### src/rtl/elem_pkg.sv
// Shared types for the per-element pulse sequencer: command and sideband
// records, mode encodings and FSM states.
package elem_pkg;

   localparam int ENV_AW  = 12;
   localparam int AMP_W   = 16;
   localparam int ENV_DW  = 16;
   localparam int FREQ_W  = 9;
   localparam int PHASE_W = 17;

   localparam logic [1:0] MODE_SINGLE = 2'b00;
   localparam logic [1:0] MODE_LOOP   = 2'b01;

   typedef enum logic [1:0] {IDLE, RUN, DRAIN} state_t;

   typedef struct packed {
      logic [ENV_AW-1:0]  envstart;
      logic [ENV_AW-1:0]  envlength;
      logic [AMP_W-1:0]   ampx;
      logic [FREQ_W-1:0]  freqaddr;
      logic [PHASE_W-1:0] pini;
      logic [1:0]         mode;
   } cmd_t;

   typedef struct packed {
      logic               first;
      logic               last;
      logic [FREQ_W-1:0]  freq;
      logic [PHASE_W-1:0] phase;
   } sideband_t;

   // Codes 1x behave as single-shot, so only 01 selects looping.
   function automatic logic is_loop(input logic [1:0] m);
      return m == MODE_LOOP;
   endfunction

endpackage

### src/rtl/elem_scale.sv
// Signed envelope x amplitude scaler: round-half-up, shift by AMP_WIDTH-1,
// saturate to the sample width, one register stage.
module elem_scale #(
   parameter int ENV_DATA_WIDTH = 16,
   parameter int AMP_WIDTH      = 16
) (
   input  logic                             clk,
   input  logic                             reset,
   input  logic                             in_valid,
   input  logic signed [ENV_DATA_WIDTH-1:0] env_data,
   input  logic signed [AMP_WIDTH-1:0]      ampx,
   output logic                             out_valid,
   output logic signed [ENV_DATA_WIDTH-1:0] sample
);

   localparam int PW = ENV_DATA_WIDTH + AMP_WIDTH;
   localparam logic signed [PW:0] RND  = (PW+1)'(2 ** (AMP_WIDTH - 2));
   localparam logic signed [PW:0] MAXV = (PW+1)'(2 ** (ENV_DATA_WIDTH - 1) - 1);
   localparam logic signed [PW:0] MINV = (PW+1)'(-(2 ** (ENV_DATA_WIDTH - 1)));

   logic signed [PW-1:0]             prod;
   logic signed [PW:0]               rounded;
   logic signed [PW:0]               shifted;
   logic signed [ENV_DATA_WIDTH-1:0] sat;

   assign prod    = PW'(env_data) * PW'(ampx);
   assign rounded = (PW+1)'(prod) + RND;
   assign shifted = rounded >>> (AMP_WIDTH - 1);

   // Only full-scale negative squared exceeds the range, but clamp both ends.
   always_comb begin
      sat = shifted[ENV_DATA_WIDTH-1:0];
      if (shifted > MAXV)
         sat = MAXV[ENV_DATA_WIDTH-1:0];
      else if (shifted < MINV)
         sat = MINV[ENV_DATA_WIDTH-1:0];
   end

   always_ff @(posedge clk) begin
      if (reset) begin
         out_valid <= 1'b0;
         sample    <= '0;
      end else begin
         out_valid <= in_valid;
         sample    <= in_valid ? sat : '0;
      end
   end

endmodule

### src/rtl/elem_seq.sv
// Per-element pulse sequencer: walks envelope memory per command, scales the
// samples and emits them with an aligned freq/phase sideband.
module elem_seq
   import elem_pkg::*;
#(
   parameter int ENV_ADDR_WIDTH = ENV_AW,
   parameter int AMP_WIDTH      = AMP_W,
   parameter int ENV_DATA_WIDTH = ENV_DW,
   parameter int FREQ_WIDTH     = FREQ_W,
   parameter int PHASE_WIDTH    = PHASE_W,
   parameter int ENV_RD_LATENCY = 2
) (
   input  logic                      clk,
   input  logic                      reset,
   input  logic                      cmdstb,
   input  logic [ENV_ADDR_WIDTH-1:0] envstart,
   input  logic [ENV_ADDR_WIDTH-1:0] envlength,
   input  logic [AMP_WIDTH-1:0]      ampx,
   input  logic [FREQ_WIDTH-1:0]     freqaddr,
   input  logic [PHASE_WIDTH-1:0]    pini,
   input  logic [1:0]                mode,
   output logic                      busy,
   output logic                      env_rd_en,
   output logic [ENV_ADDR_WIDTH-1:0] env_addr,
   input  logic [ENV_DATA_WIDTH-1:0] env_data,
   output logic                      sample_valid,
   output logic                      sample_first,
   output logic                      sample_last,
   output logic [ENV_DATA_WIDTH-1:0] sample_out,
   output logic [FREQ_WIDTH-1:0]     freq_out,
   output logic [PHASE_WIDTH-1:0]    phase_out,
   output logic                      overflow
);

   localparam int LAT = ENV_RD_LATENCY;

   state_t                    state_reg, state_next;
   cmd_t                      act_reg, act_next, pend_reg, pend_next;
   cmd_t                      cmd_in, load_cmd;
   logic                      pend_valid_reg, pend_valid_next;
   logic [ENV_ADDR_WIDTH-1:0] addr_reg, addr_next, cnt_reg, cnt_next;
   logic                      first_reg, first_next;
   logic                      overflow_reg, overflow_next;
   logic [2:0]                drain_reg, drain_next;
   logic                      load_en, cmd_ok, last_read, act_loop, rd_en;
   sideband_t                 rd_sb, sb_out_reg;
   logic                      valid_d_reg;

   logic                      vpipe_reg    [LAT];
   sideband_t                 sb_pipe_reg  [LAT];
   logic [AMP_WIDTH-1:0]      amp_pipe_reg [LAT];

   assign cmd_in    = '{envstart: envstart, envlength: envlength, ampx: ampx,
                        freqaddr: freqaddr, pini: pini, mode: mode};
   assign cmd_ok    = cmdstb && (envlength != '0);
   assign act_loop  = is_loop(act_reg.mode);
   assign last_read = (cnt_reg == act_reg.envlength - ENV_ADDR_WIDTH'(1));
   assign rd_en     = (state_reg == RUN);

   always_comb begin
      state_next      = state_reg;
      act_next        = act_reg;
      pend_next       = pend_reg;
      pend_valid_next = pend_valid_reg;
      addr_next       = addr_reg;
      cnt_next        = cnt_reg;
      first_next      = first_reg;
      drain_next      = drain_reg;
      overflow_next   = overflow_reg;
      load_en         = 1'b0;
      load_cmd        = cmd_in;
      case (state_reg)
         IDLE: load_en = cmd_ok;
         RUN: begin
            addr_next  = addr_reg + ENV_ADDR_WIDTH'(1);
            cnt_next   = cnt_reg + ENV_ADDR_WIDTH'(1);
            first_next = 1'b0;
            if (act_loop) begin
               // Any new command pre-empts a loop immediately.
               if (cmd_ok)
                  load_en = 1'b1;
               else if (last_read) begin
                  addr_next = act_reg.envstart;
                  cnt_next  = '0;
               end
            end else if (last_read) begin
               if (pend_valid_reg) begin
                  load_en         = 1'b1;
                  load_cmd        = pend_reg;
                  pend_valid_next = 1'b0;
                  overflow_next   = overflow_reg | cmd_ok;
               end else if (cmd_ok) begin
                  load_en = 1'b1;
               end else begin
                  state_next = DRAIN;
                  drain_next = '0;
               end
            end else if (cmd_ok) begin
               if (pend_valid_reg)
                  overflow_next = 1'b1;
               else begin
                  pend_next       = cmd_in;
                  pend_valid_next = 1'b1;
               end
            end
         end
         DRAIN: begin
            drain_next = drain_reg + 3'd1;
            if (cmd_ok)
               load_en = 1'b1;
            else if (drain_reg == 3'(LAT))
               state_next = IDLE;
         end
         default: state_next = IDLE;
      endcase
      if (load_en) begin
         act_next   = load_cmd;
         addr_next  = load_cmd.envstart;
         cnt_next   = '0;
         first_next = 1'b1;
         state_next = RUN;
      end
   end

   always_ff @(posedge clk) begin
      if (reset) begin
         state_reg      <= IDLE;
         act_reg        <= '{mode: MODE_SINGLE, default: '0};
         pend_reg       <= '{mode: MODE_SINGLE, default: '0};
         pend_valid_reg <= 1'b0;
         addr_reg       <= '0;
         cnt_reg        <= '0;
         first_reg      <= 1'b0;
         drain_reg      <= '0;
         overflow_reg   <= 1'b0;
      end else begin
         state_reg      <= state_next;
         act_reg        <= act_next;
         pend_reg       <= pend_next;
         pend_valid_reg <= pend_valid_next;
         addr_reg       <= addr_next;
         cnt_reg        <= cnt_next;
         first_reg      <= first_next;
         drain_reg      <= drain_next;
         overflow_reg   <= overflow_next;
      end
   end

   assign rd_sb = '{first: first_reg, last: !act_loop && last_read,
                    freq: act_reg.freqaddr, phase: act_reg.pini};

   // Sideband and amplitude ride alongside each read until env_data returns.
   genvar gi;
   generate
      for (gi = 0; gi < LAT; gi++) begin : g_pipe
         if (gi == 0) begin : g_head
            always_ff @(posedge clk) begin
               if (reset) begin
                  vpipe_reg[gi]    <= 1'b0;
                  sb_pipe_reg[gi]  <= '0;
                  amp_pipe_reg[gi] <= '0;
               end else begin
                  vpipe_reg[gi]    <= rd_en;
                  sb_pipe_reg[gi]  <= rd_sb;
                  amp_pipe_reg[gi] <= act_reg.ampx;
               end
            end
         end else begin : g_tail
            always_ff @(posedge clk) begin
               if (reset) begin
                  vpipe_reg[gi]    <= 1'b0;
                  sb_pipe_reg[gi]  <= '0;
                  amp_pipe_reg[gi] <= '0;
               end else begin
                  vpipe_reg[gi]    <= vpipe_reg[gi-1];
                  sb_pipe_reg[gi]  <= sb_pipe_reg[gi-1];
                  amp_pipe_reg[gi] <= amp_pipe_reg[gi-1];
               end
            end
         end
      end
   endgenerate

   elem_scale #(
      .ENV_DATA_WIDTH(ENV_DATA_WIDTH),
      .AMP_WIDTH     (AMP_WIDTH)
   ) u_scale (
      .clk      (clk),
      .reset    (reset),
      .in_valid (vpipe_reg[LAT-1]),
      .env_data (env_data),
      .ampx     (amp_pipe_reg[LAT-1]),
      .out_valid(sample_valid),
      .sample   (sample_out)
   );

   always_ff @(posedge clk) begin
      if (reset) begin
         sb_out_reg  <= '0;
         valid_d_reg <= 1'b0;
      end else begin
         sb_out_reg  <= vpipe_reg[LAT-1] ? sb_pipe_reg[LAT-1] : '0;
         valid_d_reg <= sample_valid;
      end
   end

   // valid_d_reg keeps busy high for the cycle after the final sample.
   always_comb begin
      busy = (state_reg != IDLE) | pend_valid_reg | sample_valid | valid_d_reg;
      for (int i = 0; i < LAT; i++)
         busy = busy | vpipe_reg[i];
   end

   assign env_rd_en    = rd_en;
   assign env_addr     = addr_reg;
   assign sample_first = sb_out_reg.first;
   assign sample_last  = sb_out_reg.last;
   assign freq_out     = sb_out_reg.freq;
   assign phase_out    = sb_out_reg.phase;
   assign overflow     = overflow_reg;

endmodule
### config.mk
export PLATFORM = sky130hd
export DESIGN_NAME = elem_seq
export DESIGN_NICKNAME = d
export VERILOG_FILES = /design/src/rtl/elem_pkg.sv /design/src/rtl/elem_scale.sv /design/src/rtl/elem_seq.sv
export SDC_FILE = /design/constraint.sdc
export NUM_CORES = 1
export LEC_CHECK = 0
export ABC_AREA = 1
export CAP_MARGIN = 15
export CORE_ASPECT_RATIO = 0.6
export CORE_MARGIN = 4
export CORE_UTILIZATION = 65
export DETAILED_ROUTE_END_ITERATION = 10
export PLACE_DENSITY = 0.92
export SETUP_SLACK_MARGIN = 0.3
export SLEW_MARGIN = 20
export SYNTH_ARGS = -nofsm -noshare
export SYNTH_HDL_FRONTEND = slang
export SYNTH_HIERARCHICAL = 1
export SYNTH_SLANG_ARGS = --single-unit
### constraint.sdc
create_clock -name clk -period 17.3 [get_ports clk]
set_clock_uncertainty 0.1 [all_clocks]
set_input_delay 3.46 -clock clk [delete_from_list [all_inputs] [get_ports clk]]
set_output_delay 3.46 -clock clk [all_outputs]
set_load 0.01 [all_outputs]
[Word-level counts from Yosys, hierarchy flattened]
Memory sizes are Yosys's and may differ from the RTL's. A register that Yosys moved wholly into a read port is not among the register bits.
Index checks and enable logic that the tools add are counted.
Storage, ports and cells
  flip-flop bits (word level): 186
  word-level logic and storage cells: 138
  output and inout bits: 60
  memories kept: 3
  RAM bits: 90
Cells by class
  multiply operators: 1
  order comparisons: 2
  equality and inequality tests: 20
  bitwise operators: 16
  multiplexer cells: 49
  reductions and logical operators: 18
  add/sub/neg operators: 5
Memories
  sb_pipe_reg: depth 2, bits a word 28, rd ports 2, clocked after Yosys merged registers in 1, wr ports 2, line elem_seq.sv:50  | sideband_t sb_pipe_reg [LAT];
  amp_pipe_reg: depth 2, bits a word 16, rd ports 2, clocked after Yosys merged registers in 0, wr ports 2, line elem_seq.sv:51  | logic [AMP_WIDTH-1:0] amp_pipe_reg [LAT];
  vpipe_reg: depth 2, bits a word 1, rd ports 2, clocked after Yosys merged registers in 0, wr ports 2, line elem_seq.sv:49  | logic vpipe_reg [LAT];
Operator list (number)
  $mux 68: 4
  $mux 12: 8
  $mux 28: 2
  $mux 16: 3
  $add 32x16->33 const B: 1
  $mul 16x16->32: 1
  $add 12x1->12 const B: 2
  $gt 18x16->1 const B: 1
  $lt 18x16->1 const B: 1
  $mux 1: 18
  $ne 2x2->1 const B: 9
  $ne 3x3->1 const B: 6
  $mux 15: 1
  $reduce_and 7->1: 2
  $eq 12x12->1: 1
  $mux 2: 6
  $mux 3: 4
  $or 1x1->1: 12
  $reduce_bool 12->1: 1
  $sub 12x1->12 const B: 1
  $reduce_and 5->1: 2
  $reduce_bool 2->1: 4
  $pmux 2 s3: 1
  $pmux 3 s2: 1
  13 further kinds: 19

[Longest topological paths before layout]
Gate-level depths: netlist (run 1).
  word-level depth: 9
  depth in mapped cells: 33
  gate-level depth less buffers: 30

[Hierarchy]
The synthesis (run 1) kept the hierarchy.
By module, submodules not included
  elem_seq: times used 1, cells an instance 1610, seq. area each 5745.5 sq um, area each 11821.3 sq um
  elem_scale: times used 1, cells an instance 1460, seq. area each 340.3 sq um, area each 11185.7 sq um

[Worst setup path before layout (run 1)]
Ideal clock, no wire load.
  path kind: input to register
  start point: in env_data[15]
  end point: reg u_scale.sample[0]
  cell stages on the path: 28
  data required time: 17.057 ns
  slack: 8.182 ns
  arrival time: 8.875 ns
  cell sequence: clkbuf_1 > nand2_1 > inv_1 > fa_1 > inv_1 > fa_1 > inv_1 > fa_1 > fa_1 > fa_1 > inv_1 > fa_1 > inv_1 > ha_1 > nand2_1 > nor2_1 > inv_1 > nor2_1 > inv_1 > nor2_1 > nand2_2 > nand2_1 > nand2_1 > nand2_2 > inv_2 > nand2_4 > buf_8 > a21oi_2
On the way
  cells in the longest elaborated chain, start to end: 5
  elaborated cells between the ends (all ways): 6
  classes of those cells: add/sub (1); mul (1); order compare (2); mux (2)
RTL lines
  start: declaration: line elem_seq.sv:25  | input logic [ENV_DATA_WIDTH-1:0] env_data,
  $mul 16x16->32 (*): line elem_scale.sv:26  | assign prod = PW'(env_data) * PW'(ampx);
  $add 32x16->33 (*): line elem_scale.sv:27  | assign rounded = (PW+1)'(prod) + RND;
  $lt 18x16->1: line elem_scale.sv:35  | else if (shifted < MINV)
  $mux 16: line elem_scale.sv:35
  $mux 15 (*): line elem_scale.sv:33  | if (shifted > MAXV)
  end signal: assignment: line elem_scale.sv:45  | sample <= in_valid ? sat : '0;
  end: declaration: line elem_scale.sv:13  | output logic signed [ENV_DATA_WIDTH-1:0] sample
Every way passes the cells marked *; elsewhere a longest branch is shown, timed or not.
A chain may end at the register's enable or synchronous reset.

[Worst setup path in the final report (run 1)]
  start point: in env_data[15]
  end point: reg u_scale.sample[13]
Same word-level chain as after synthesis.

==> results of run 1 <==
## worst min-delay path, cell delays in order (launching register included)
cell and delay [ns]:
dfxtp_1 0.30, inv_1 0.04, nor2_1 0.03
## kinds of logic after synthesis
family | synth area share
simple gates | 0.2038
buf+inv | 0.1441
compound gates | 0.09017
fa+ha+maj | 0.2775
flops | 0.2645
xor+xnor | 0.01294
mux | 0.006961
## layout by cell type, fill, tap and decap left out, drive strengths merged
master | netlist | routed
a211oi | 17 | 17
a21boi | 2 | 2
a21o | 6 | 6
a21oi | 81 | 81
and3 | 1 | 1
buf | 41 | 10
bufinv | 0 | 3
clkbuf | 97 | 35
clkdlybuf4s50 | 0 | 145
clkinv | 0 | 9
clkinvlp | 0 | 1
dfxtp | 304 | 304
diode | 0 | 1
fa | 267 | 267
ha | 83 | 83
inv | 706 | 707
mux2i | 16 | 16
nand2 | 691 | 691
nand3 | 59 | 59
nand3b | 4 | 4
nand4 | 13 | 13
nor2 | 341 | 341
nor3 | 21 | 21
nor3b | 3 | 3
nor4 | 5 | 5
o211ai | 4 | 4
o21a | 2 | 2
o21ai | 249 | 249
o21bai | 7 | 7
o22ai | 8 | 8
o311ai | 1 | 1
or2 | 7 | 7
xnor2 | 11 | 11
xor2 | 23 | 23
## cells in the mapped netlist, types with 13 or more instances
master,instances,area (um^2)
buf_2,13,65.06
mux2i_1,16,160.2
nand2_1,673,2526
nand3_1,56,280.3
xor2_1,23,201.4
nor3_1,19,95.09
nand2_2,13,81.33
a211oi_1,17,127.6
clkbuf_1,97,364.1
a21oi_1,69,345.3
dfxtp_1,304,6086
inv_1,697,2616
nor2_1,331,1242
o21ai_1,47,235.2
o21ai_0,200,1001
buf_4,17,127.6
ha_1,83,1039
fa_1,267,5345
## area by class of cell
class	count	share of cell area
Timing Repair Buffer	155	0.06032
Antenna cell	1	0.00009865
Multi-Input combinational cell	1922	0.5364
Clock inverter	14	0.005968
Sequential cell	304	0.2401
Inverter	706	0.1048
Clock buffer	35	0.02940
Tap cell	467	0.02303
## layer usage
| metal | part of all wire | global-route usage |
|---|---|---|
| met1 | 0.42 | 0.4630 |
| met2 | 0.43 | 0.5087 |
| met3 | 0.12 | 0.09265 |
| met4 | 0.030 | 0.09422 |
| met5 | 0 | 0 |
## path summary, 6_finish.rpt
kind | startpoint | depth (start not counted) | to
max reg2reg | amp_pipe_reg[1][1] | 23 | u_scale/sample[13]
min reg2reg | amp_pipe_reg[0][0] | 2 | amp_pipe_reg[1][0]
max | env_data[15] | 24 | u_scale/sample[13]
min | amp_pipe_reg[0][0] | 2 | amp_pipe_reg[1][0]
## power groups by stage
stage	combinational [mW]	sequential, mW	clock (mW)
after global routing	0.486	0.773	0.652
final	0.437	0.770	0.618
after global placement	0.403	0.781	0
after detailed placement	0.423	0.783	0
after CTS	0.428	0.768	0.622
after floorplan	0.309	0.773	0
## stage by stage
stage                     instances  hold slack [ns]
after global placement         3554           0.2898
after CTS                      3603           0.2974
after detailed placement       3554           0.2959
after global routing           3604           0.3160
final                          3604           0.2975
after floorplan                3070           0.2883
==> flow_summary.ini, run 1 <==
[status]
status = complete, no violations

[clock_tree]
clockBufferDepth = 3
cts_sinks = 304
clkLatencyLatePin_ns = 0.56
cts.reportedPaths.clkPinSlew_ns = 0.07
postCtsResizedCells = 0
cts_made_buffers = 27
cts_htree_levels = 1
holdBufCountCts = 0
cts_setup_buffers = 0
cts_root_buf = clkbuf_16
cts_tree = yes

[drt]
drtIter0Drc = 2439
routed_wl_um = 64380
ant_nets = 0
drt_pass1_iterations = 6
drc_errors = 0
viasPerCell = 5.525
num_vias = 19910
post_drt_wl_per_cell_um = 17.86

[sta]
rsz0062_at_grt = no
setup_viol = 0
setup_tns_ns = 0
fin_ws_ns = 7.359
finalCriticalPeriod_ns = 9.941
slew_headroom = 0.2898
timing_hold_violations_final = 0
maxSlewViolCount = 0
period_share = 0.5746
tightest_slew_ns = 1.062
fmax_mhz = 100.6

[setup_path]
path_max_fanout = 16
arrival_ns = 10.33
required_ns = 17.68
crit_family = adder cells
cp_slowest_cell = clkdlybuf4s50_1
path_cells = clkdlybuf4s50_1, nand2_1, inv_1, fa_1, inv_1, fa_1, inv_1, fa_1, fa_1, fa_1, inv_1, fa_1, inv_1, ha_1, nand2_1, nor2_1, inv_1, nor2_1, nand4_1, nand2_1, nand2_1, nand2_1, nand2_1, a21oi_1
endpoint_kind = flop
crit_buf_inv = 7
startpoint_type = input port
critical_path_class = input port to flop
r2r_slack_ns = 10.31
critPathMaxStageDelay_ns = 0.73

[yosys]
yosysWarnings = 6
synth.avg_cell_area_um2 = 7.494
syn_nets = 3507
ys_seq_area_frac = 0.2645
yosys_most_used_dff = dfxtp_1
yosysUniqueCellTypes = 55
synth_seq_cells = 304
synthArstFlopShare = 0
synth_edf_count = 0
synth_area_um2 = 23010
syn_inst = 3070

[power]
ir_drop_v = 0.00008693
clkPwrFrac = 0.339
leakagePower_nw = 12.63
power_density_nw_per_um2 = 71.92
swShare = 0.3190
p_sw_mw = 0.5820
seq_power_share = 0.422
total_power_mw = 1.824
comb_power_share = 0.239
internal_power_mw = 1.242

[floorplanning]
dieWidth_um = 250.9
fp.dieH_um = 153.7
coreArea_um2 = 34950
initial_utilization = 0.6583
dieArea_um2 = 38570
rows = 53
ioPinCount = 147

[placed_design]
hpwlAfterDp_um = 48470
numPortBuffers = 146
pre_cts_slack_ns = 6.900
place_area_um2 = 24460
place.gp.congestion = 1.009

[final_layout]
nets = 3553
fin_area_um2 = 25370
areaGrowthSynthToFinish_pct = 10.26
regArea_um2 = 6090
multi_input_area_um2 = 13610
num-fill-cells = 2532
layout-drive-gt1-share = 0.04018
utilization = 0.7259

[global_route]
track_usage = 0.3306
grt_pass1_wl_um = 103600
grt_remaining_overflow = 0
grt_max_degree = 112
antenna_found_initial = 1
first_global_vias = 20360

[run]
drv_cap = 0

[min_path]
hold_path.class = flop to flop
(Power assumes the default switching activity.)
==> inputs of run 2 (changes only) <==
CORE_UTILIZATION = 61   (was 65)
PLACE_DENSITY = 0.88   (was 0.92)
clock period = 10.2 ns   (was 17.3 ns; I/O delays follow)
==> run 2 against run 1 <==
  * Clock-buffer cell count did not move
  * Critical path depth decreased by 1
  * Die area up 6.3%
  * Design area increased by 0.76%
  * Sequential share of layout area shrank 0.18 points
  * Hold slack worse by 0.0055 ns
  * Critical path type unchanged
  * Critical endpoint is now u_scale/sample[12]
==> flow_summary.ini, run 2 (synthesis gave the netlist of run 1 again) <==
[drt]
drc_errors = 0
post_drt_wl_per_cell_um = 17.56
routed_wl_um = 63980
viasPerCell = 5.440
ant_nets = 0
num_vias = 19820
drtIter0Drc = 2021
drt_pass1_iterations = 6

[sta]
timing_hold_violations_final = 0
finalCriticalPeriod_ns = 8.789
rsz0062_at_grt = no
setup_tns_ns = 0
slew_headroom = 0.3518
setup_viol = 0
fmax_mhz = 113.8
maxSlewViolCount = 0
fin_ws_ns = 1.411
tightest_slew_ns = 0.9723
period_share = 0.8616
holdWs_ns = 0.2920

[setup_path]
path_cells = clkdlybuf4s50_1, nand2_1, inv_1, fa_1, inv_1, fa_1, inv_1, fa_1, fa_1, fa_1, inv_1, fa_1, inv_1, ha_1, a21oi_1, o21ai_0, o21bai_1, a21oi_1, nand2_1, nand2_1, nand2_1, nand2_1, a21oi_1
required_ns = 10.53
endpoint_kind = flop
cp_slowest_cell = clkdlybuf4s50_1
path_max_fanout = 16
critical_path_class = input port to flop
startpoint_type = input port
critPathMaxStageDelay_ns = 0.74
crit_path_frequent_cell = fa_1
arrival_ns = 9.12
reg2regPathDepth = 22
r2r_slack_ns = 2.97

[status]
status = complete, no violations

[clock_tree]
cts_made_buffers = 28
cts.reportedPaths.clkPinSlew_ns = 0.07
cts_tree = yes
cts_setup_buffers = 0
cts_root_buf = clkbuf_16
clockBufferDepth = 3
cts_sinks = 304
holdBufCountCts = 0
cts_htree_levels = 1
postCtsResizedCells = 0
clkLatencyLatePin_ns = 0.57

[floorplanning]
initial_utilization = 0.6260
dieArea_um2 = 40990
dieWidth_um = 258.7
ioPinCount = 147
coreArea_um2 = 36760
fp.dieH_um = 158.4
rows = 54

[final_layout]
utilization = 0.6954
final_cell_mix = inv_1, nand2_1, nor2_1
areaGrowthSynthToFinish_pct = 11.10
layout-drive-gt1-share = 0.04078
diodes = 0
stdcell_count = 3643
final_common_cell = inv_1
fin_area_um2 = 25560
nets = 3554

[placed_design]
place_area_um2 = 24510
pre_cts_slack_ns = 1.064
dp_cells = 3591
numPortBuffers = 146
hpwlAfterDp_um = 48220
place.gp.congestion = 1.025

[power]
ir_drop_v = 0.0001390
total_power_mw = 3.242
leakagePower_nw = 12.69
power_density_nw_per_um2 = 126.8

[run]
drv_cap = 0

[global_route]
first_global_vias = 20020
grt_pass1_wl_um = 101700
antenna_found_initial = 0
grt_remaining_overflow = 0
grt_max_degree = 88
track_usage = 0.3105

[min_path]
hold_path.class = flop to flop
hold_depth = 2
run 2: cell types whose count changed in the layout (fill, tap and decap cells not counted), sizes merged:
cell      before  now
inv          707  706
clkinv         9    6
bufinv         3    8
diode          1    0
clkinvlp       1    3
run 2: area by class of cell:
type | count | area [um^2]
inverter | 706 | 2658
fill | 2779 | 11190
sequential | 304 | 6090
multi-input combinational | 1922 | 13610
clock buffer | 35 | 747.0
timing repair buffer | 155 | 1526
tap | 504 | 630.6
clock inverter | 17 | 304.0
run 2: final timing paths:
check | to | startpoint
hold reg to reg | amp_pipe_reg[1][6] | amp_pipe_reg[0][6]
hold / removal | amp_pipe_reg[1][6] | amp_pipe_reg[0][6]
setup reg to reg | u_scale/sample[12] | amp_pipe_reg[1][1]
setup / recovery | u_scale/sample[12] | env_data[15]
run 2: layer usage:
layer  track usage  vias to the layer above  wire length, um
li1              -                     9169                -
met1        0.4357                     9381            27320
met2        0.4803                     1109            27360
met3       0.08838                      160             7659
met4       0.08113                        0             1638
met5             0                        -                0
run 2: critical path: cells and delay by family:
family                     cells  cell delay, ns
adders and majority gates      7            3.77
AOI/OAI and AO/OA              5            1.32
buffers and inverters          6            1.29
and+or+nand+nor                5            0.68
run 2: power breakdown:
part	leakage (nW)	switching [mW]	total [mW]	internal, mW
combinational	9.71	0.475	0.733	0.257
clock	0.505	0.475	1.20	0.724
sequential	2.48	0.0539	1.31	1.26
==> inputs of run 3 (changes only) <==
SLEW_MARGIN = unset   (was 20)
==> results of run 3 <==
Final layout, timing and power as in run 2 (identical DEF).
